**config.mk**
```make
export PLATFORM = sky130hd
export DESIGN_NAME = serial_adder
export DESIGN_NICKNAME = d
export VERILOG_FILES = /design/src/rtl/serial_adder_pkg.sv /design/src/rtl/serial_adder_fa_cell.sv /design/src/rtl/serial_adder.sv
export SDC_FILE = /design/constraint.sdc
export NUM_CORES = 1
export LEC_CHECK = 0
export ABC_AREA = 1
export CAP_MARGIN = 30
export CORE_MARGIN = 5
export CORE_UTILIZATION = 55
export DETAILED_ROUTE_END_ITERATION = 16
export PLACE_DENSITY = 0.82
export REMOVE_ABC_BUFFERS = 1
export SYNTH_ARGS = -nofsm -noshare
export SYNTH_HDL_FRONTEND = slang
export SYNTH_HIERARCHICAL = 1
export SYNTH_SLANG_ARGS = --single-unit
```
**constraint.sdc**
```tcl
create_clock -name clk -period 2.08 [get_ports clk]
set_input_delay 0.416 -clock clk [delete_from_list [all_inputs] [get_ports clk]]
set_output_delay 0.416 -clock clk [all_outputs]
set_load 0.01 [all_outputs]
```
**src/rtl/serial_adder_pkg.sv**
```systemverilog
// Shared definitions for the bit-serial adder: FSM state encodings and a
// counter-width helper.
// Imported by serial_adder (top) only; fa_cell is self-contained.
package serial_adder_pkg;

  // Encodings are fixed so waveforms and any external state decode stay stable.
  typedef enum logic [1:0] {
    S_IDLE  = 2'd0,
    S_SHIFT = 2'd1,
    S_DONE  = 2'd2
  } state_e;

  // Bit-position counter width; clamped to 1 so a degenerate WIDTH still elaborates.
  function automatic int cnt_width(input int width);
    return (width <= 2) ? 1 : $clog2(width);
  endfunction

endpackage : serial_adder_pkg

```
**src/rtl/serial_adder_fa_cell.sv**
```systemverilog
// fa_cell: one-bit combinational full adder, the only arithmetic cell of the
// serial adder.
// Latency: combinational. Backpressure: none (pure function).
// Ports: a, b, ci (in, 1) -> s (sum, 1), co (carry out, 1).
module fa_cell (
  input  logic a,
  input  logic b,
  input  logic ci,
  output logic s,
  output logic co
);

  logic w_p;

  // Propagate term is shared between the sum and carry equations.
  assign w_p = a ^ b;
  assign s   = w_p ^ ci;
  assign co  = (a & b) | (w_p & ci);

endmodule : fa_cell

```
**src/rtl/serial_adder.sv**
```systemverilog
// serial_adder: WIDTH-bit adder that pushes one bit pair per clock (LSB first)
// through a single fa_cell, carry held in a flip-flop between bits.
// Latency: done pulses in the cycle after accept edge E + WIDTH; a new start in
// that DONE cycle is accepted (back-to-back). start is ignored while busy.
// Ports:
//   clk, rst_n (async active-low), start (load request),
//   a, b [WIDTH], cin   : operands, sampled only on the accepting edge
//   busy                : high while bits are being shifted
//   done                : one-cycle pulse, sum/cout valid
//   sum [WIDTH], cout   : result, held until the next result is produced
//   ovf (only with SERIAL_ADDER_OVF_EN defined): two's-complement overflow,
//                         registered and held with sum.
module serial_adder
  import serial_adder_pkg::*;
#(
  parameter int WIDTH = 8
) (
  input  logic             clk,
  input  logic             rst_n,
  input  logic             start,
  input  logic [WIDTH-1:0] a,
  input  logic [WIDTH-1:0] b,
  input  logic             cin,
  output logic             busy,
  output logic             done,
  output logic [WIDTH-1:0] sum,
  output logic             cout
`ifdef SERIAL_ADDER_OVF_EN
  ,
  output logic             ovf
`endif
);

  localparam int            CW       = cnt_width(WIDTH);
  localparam logic [CW-1:0] LAST_CNT = CW'(WIDTH - 1);

  state_e           r_state;
  state_e           w_state_nxt;
  logic [WIDTH-1:0] r_opa;
  logic [WIDTH-1:0] r_opb;
  logic [WIDTH-1:0] r_sum_sr;
  logic [WIDTH-1:0] r_sum;
  logic [CW-1:0]    r_count;
  logic             r_carry;
  logic             r_busy;
  logic             r_done;
  logic             r_cout;
  logic             w_s;
  logic             w_co;
  logic             w_accept;
  logic             w_shift;
  logic             w_last;

  fa_cell u_fa (
    .a  (r_opa[0]),
    .b  (r_opb[0]),
    .ci (r_carry),
    .s  (w_s),
    .co (w_co)
  );

  // State register.
  always_ff @(posedge clk or negedge rst_n) begin
    if (!rst_n) begin
      r_state <= S_IDLE;
    end else begin
      r_state <= w_state_nxt;
    end
  end

  // Next-state and per-edge control strobes.
  always_comb begin
    w_state_nxt = S_IDLE;
    w_accept    = 1'b0;
    w_shift     = 1'b0;
    w_last      = 1'b0;
    unique case (r_state)
      S_IDLE: begin
        w_accept    = start;
        w_state_nxt = start ? S_SHIFT : S_IDLE;
      end
      S_SHIFT: begin
        w_shift     = 1'b1;
        w_last      = (r_count == LAST_CNT);
        w_state_nxt = w_last ? S_DONE : S_SHIFT;
      end
      S_DONE: begin
        // Accepting here gives back-to-back operation with no idle bubble.
        w_accept    = start;
        w_state_nxt = start ? S_SHIFT : S_IDLE;
      end
      default: begin
        w_state_nxt = S_IDLE;
      end
    endcase
  end

  // Datapath: operand/sum shift registers, carry flip-flop, bit counter.
  always_ff @(posedge clk or negedge rst_n) begin
    if (!rst_n) begin
      r_opa    <= '0;
      r_opb    <= '0;
      r_sum_sr <= '0;
      r_count  <= '0;
      r_carry  <= 1'b0;
    end else if (w_accept) begin
      r_opa    <= a;
      r_opb    <= b;
      r_sum_sr <= '0;
      r_count  <= '0;
      r_carry  <= cin;
    end else if (w_shift) begin
      r_opa    <= {1'b0, r_opa[WIDTH-1:1]};
      r_opb    <= {1'b0, r_opb[WIDTH-1:1]};
      // Sum bits enter at the MSB so after WIDTH shifts bit 0 sits at the LSB.
      r_sum_sr <= {w_s, r_sum_sr[WIDTH-1:1]};
      r_count  <= r_count + 1'b1;
      r_carry  <= w_co;
    end
  end

  // Registered outputs. busy/done are decoded from the next state so they line
  // up exactly with the SHIFT and DONE cycles.
  always_ff @(posedge clk or negedge rst_n) begin
    if (!rst_n) begin
      r_busy <= 1'b0;
      r_done <= 1'b0;
      r_sum  <= '0;
      r_cout <= 1'b0;
    end else begin
      r_busy <= (w_state_nxt == S_SHIFT);
      r_done <= (w_state_nxt == S_DONE);
      if (w_last) begin
        // The final bit is still in flight, so merge it here rather than
        // waiting for r_sum_sr to settle one cycle later.
        r_sum  <= {w_s, r_sum_sr[WIDTH-1:1]};
        r_cout <= w_co;
      end
    end
  end

  assign busy = r_busy;
  assign done = r_done;
  assign sum  = r_sum;
  assign cout = r_cout;

`ifdef SERIAL_ADDER_OVF_EN
  logic r_ovf;

  // On the last shift r_carry is the carry into the MSB cell.
  always_ff @(posedge clk or negedge rst_n) begin
    if (!rst_n) begin
      r_ovf <= 1'b0;
    end else if (w_last) begin
      r_ovf <= r_carry ^ w_co;
    end
  end

  assign ovf = r_ovf;
`endif

endmodule : serial_adder

```
Word level (Yosys, flattened, before mapping) --
Cells that the tools add are included.
Word-level totals: bits in registers 41, output and inout port bits 11, logic and storage cells 40, input bits 20
Operators by class: add/subtract/negate cells 1, reductions and logical operators 3, eq/ne operators 5, muxes and demuxes 16, bitwise logic cells 5
Operators by type and width (number):
- $mux 8 | 6
- $mux 1 | 6
- $mux 3 | 2
- $eq 2x1->1 const B | 2
- $eq 2x2->1 const B | 2
- $pmux 2 s2 | 1
- $add 3x1->3 const B | 1
- $eq 3x3->1 const B | 1
- $and 1x1->1 | 2
- $logic_not 2->1 | 1
- $mux 2 | 1
- $reduce_bool 2->1 | 1
- $reduce_or 2->1 | 1
- $xor 1x1->1 | 2
- $or 1x1->1 | 1

Logic depth before layout (Yosys ltp) --
depth after elaboration 5, gate-level depth with buffers 7, depth with buffers taken out 6

By module --
Netlist, hierarchy kept.
Modules (own cells, without submodules):
- serial_adder | area an instance 1796.7 sq um, cells an instance 204, sequential area each 1001.0 sq um, times used 1
- fa_cell | area an instance 20.0 sq um, cells an instance 1, sequential area each 0.0 sq um, times used 1

Least setup slack after synthesis --
OpenSTA, ideal clock, no wires.
kind register to register, start point register r_count[0], end point register r_sum[7] (netlist: sum[7]), slack 926 ps, buffers on the path 0, clock period less this slack 1154 ps, data arrival time 1037 ps, required time 1963 ps, setup time 117 ps, stages on the path, launching flop included 7, cell sequence dfrtp_1 -> ha_1 -> ha_1 -> inv_1 -> nor2_4 -> nand2_1 -> nand2_1
On the way: cells in the longest elaborated chain, start to end 2
RTL lines:
- start: declaration | line serial_adder.sv:43 | logic [CW-1:0] r_count;
- start signal: assignment | line serial_adder.sv:117 | r_count <= r_count + 1'b1;
- $eq 3x3->1 | line serial_adder.sv:84 | w_last = (r_count == LAST_CNT);
- $mux 1 | line serial_adder.sv:77 | unique case (r_state)
- end signal: assignment | line serial_adder.sv:136 | r_sum <= {w_s, r_sum_sr[WIDTH-1:1]};
- end: declaration | line serial_adder.sv:42 | logic [WIDTH-1:0] r_sum;
Every way passes these cells. A chain may end at the register's enable or synchronous reset.

Worst setup path after layout --
start point register r_sum[5] (netlist: sum[5]), end point output sum[5]
RTL lines:
- end: declaration | line serial_adder.sv:26 | output logic [WIDTH-1:0] sum,
No word-level cell between the ends.

==> summary.md <==
| Metric | Value |
|---|---|
| Yosys reg bits | `40` |
| Leak | `1.10 nW` |
| Via density | `4.97` |
| Worst Setup Slack post-DPL | `0.396 ns` |
| Routed WL per cell | `11.4 µm` |
| Seq/Total Area, Yosys | `0.551` |
| Clock Skew | `0.00522 ns` |
| Root Buffer | `clkbuf_4` |
| RSZ-0062 raised after global routing | `no` |
| WP data required | `1.66 ns` |
| Max transition margin | `0.636` |
| Post-CTS Setup Inserts | `0` |
| WS Path Type | `reg2out` |
| Clock buffer depth | `2` |
| Input/output buffers | `30` |
| Critical-path cell list | `clkdlybuf4s50_1` |
| Layout net count | `257` |
| Worst R2R Path Depth | `5` |
| Vias | `1382` |
| Initial core utilization | `0.585` |
| Area Overhead vs Synth | `19.1%` |
| CP endpoint kind | `output port` |
| Die area | `4550 µm²` |
| Routability Congestion | `0.758` |
| Top Family by Delay on Critical Path | `buffers and inverters` |
| Synthesized area | `1820 µm²` |
| Crit-path slowest cell | `clkdlybuf4s50_1` |
| Final Cycle Share | `0.801` |
| Max FO, Critical Path | `2` |
| Pins Over Slew Limit | `0` |
| Final hold violations | `0` |
| Hold buffer count at cts | `0` |
| Num CTS Buffers | `5` |
| Worst Path Buf+Inv | `1` |
| Pre-antenna DRT Iters | `4` |
| GRT Total Usage | `0.159` |
| Synth warnings | `6` |
| Worst Path Arrival | `1.25 ns` |
| Grt total ovfl | `0` |
| Max Cap Viol | `0` |
| Cell Rows | `20` |
| F_max | `0.601 GHz` |
| CTS sink cnt | `40` |
| RR Startpoint | `r_state[0]$_DFF_PN0_` |
| R2r endpoint | `sum[2]$_DFFE_PN0P_` |
| CTS-repair resized insts | `0` |
| Fin crit period | `1.67 ns` |
| Routed Wire Length | `3.17 mm` |
| Post-Syn Area per Cell | `8.86 µm²` |
| Io pins | `31` |
| Die width | `67.5 µm` |
| Worst path max stage delay | `0.54 ns` |
| Total Power | `0.00303 W` |
| Vias in the first global route | `1247` |
| Die height | `67.5 µm` |
| Worst R2R Setup Slack | `0.54 ns` |
| Setup ws final | `0.415 ns` |
| H-tree Lvls | `2` |
| VDD IR-drop max | `0.000690 V` |
| Initial antenna violation count | `0` |
| DRC viols | `0` |
| Core Region | `3100 µm²` |
| Yosys cell types | `17` |
| Final ANT Viol Nets | `0` |
| First-pass GRT wire length | `5.35 mm` |
| TritonCTS clock tree | `done` |
| WHS | `0.105 ns` |
| Startpoint types | `flip-flop` |
| Hold WC Path Type | `in2async` |
| Setup TNS | `0 ns` |
| Post-Syn Instances | `205` |
| Largest net degree at the start of global routing | `41` |
| Detail Placement HPWL | `2.10 mm` |
| Clock-pin slew on the worst setup and hold paths | `0.11 ns` |
| DR iter-0 viols | `94` |
| Status | `finished clean` |
| Share of cells above drive strength 1 | `0.0769` |
| Clk_lat worst skew | `0.34 ns` |
| Pwr per Cell Area | `1400 nW/µm²` |
| Fin util | `0.698` |
| Final setup viols | `0` |
| Ant diodes | `0` |
| Worst-Margin Slew | `0.546 ns` |
==> worst register-to-register path, cell delays in order, from the launching register on <==
cell and delay (ns):
dfrtp_1 0.70, inv_4 0.11, nor2_8 0.26, nand2_2 0.20, nand2_1 0.11, nand2_1 0.06
==> cells in the final DEF, fill, tap and decap left out, drive strengths merged <==
cell type	count
nand2	94
inv	10
o21ai	3
clkdlybuf4s50	29
dfrtp	40
nand3	42
buf	2
clkbuf	7
fa	1
nor2	4
ha	2
==> final cells by class <==
cell class | instances | area [µm²]
flip-flops and latches | 40 | 1000
fillers | 285 | 938
multi-input cells | 146 | 698
repair buffers | 31 | 303
clock buffers | 7 | 65.1
well taps | 44 | 55.1
inverters | 10 | 42.5
==> Yosys cell counts <==
cell type,n,area [µm²]
buf_2,3,15.0
buf_4,2,15.0
buf_6,4,45.0
dfrtp_1,40,1000
fa_1,1,20.0
ha_1,2,25.0
inv_1,8,30.0
inv_4,2,12.5
nand2_1,90,338
nand2_2,2,12.5
nand2_4,1,11.3
nand2_8,1,20.0
nand3_1,42,210
nor2_1,1,3.75
nor2_4,2,22.5
nor2_8,1,20.0
o21ai_0,3,15.0
==> worst max-delay path by stage <==
stage	startpoint	to	slack [ns]	cells past startpoint
finish	sum[5]$_DFFE_PN0P_	sum[5]	0.41	1
floorplan	r_state[0]$_DFF_PN0_	sum[7]$_DFFE_PN0P_	0.81	5
global placement	start	r_opa[2]$_DFFE_PN0P_	0.42	6
CTS	sum[1]$_DFFE_PN0P_	sum[1]	0.39	1
global route	sum[4]$_DFFE_PN0P_	sum[4]	0.35	1
detailed placement	start	r_opb[6]$_DFFE_PN0P_	0.40	6
==> cell families after synthesis <==
logic type      after synthesis  share of synthesized area
simple gates                140                      0.351
buf+inv                      19                     0.0647
flops                        40                      0.551
compound gates                3                    0.00826
fa+ha+maj                     3                     0.0248
==> metal layers <==
layer	vias to the layer above	global-route usage	routed length, µm
met5	-	0	0
met4	0	0.0835	76
met3	8	0.0399	183
met2	43	0.265	1510
met1	627	0.189	1390
li1	704	-	-
==> stage by stage <==
| stage | area [µm²] | instances |
|---|---|---|
| 3_3_place_gp | 2100 | 271 |
| 2_1_floorplan | 1740 | 196 |
| 4_1_cts | 2160 | 278 |
| 5_1_grt | 2160 | 278 |
| 6_report | 2160 | 278 |
| 3_5_place_dp | 2100 | 271 |
==> report_power, final <==
part / internal (W) / total, W / switching [W]
registers: 0.00113 / 0.00138 / 0.000243
logic: 0.000547 / 0.00123 / 0.000686
clock network: 0.000192 / 0.000423 / 0.000232
total: 0.00187 / 0.00303 / 0.00116
==> state kept, by name, summed over array words and instances, names as in the netlist <==
register / count
sum: 8
r_sum_sr: 7
busy: 1
r_count: 3
done: 1
r_carry: 1
r_opa: 8
r_state: 2
r_opb: 8
cout: 1
Power figures use the tool's default switching activity.
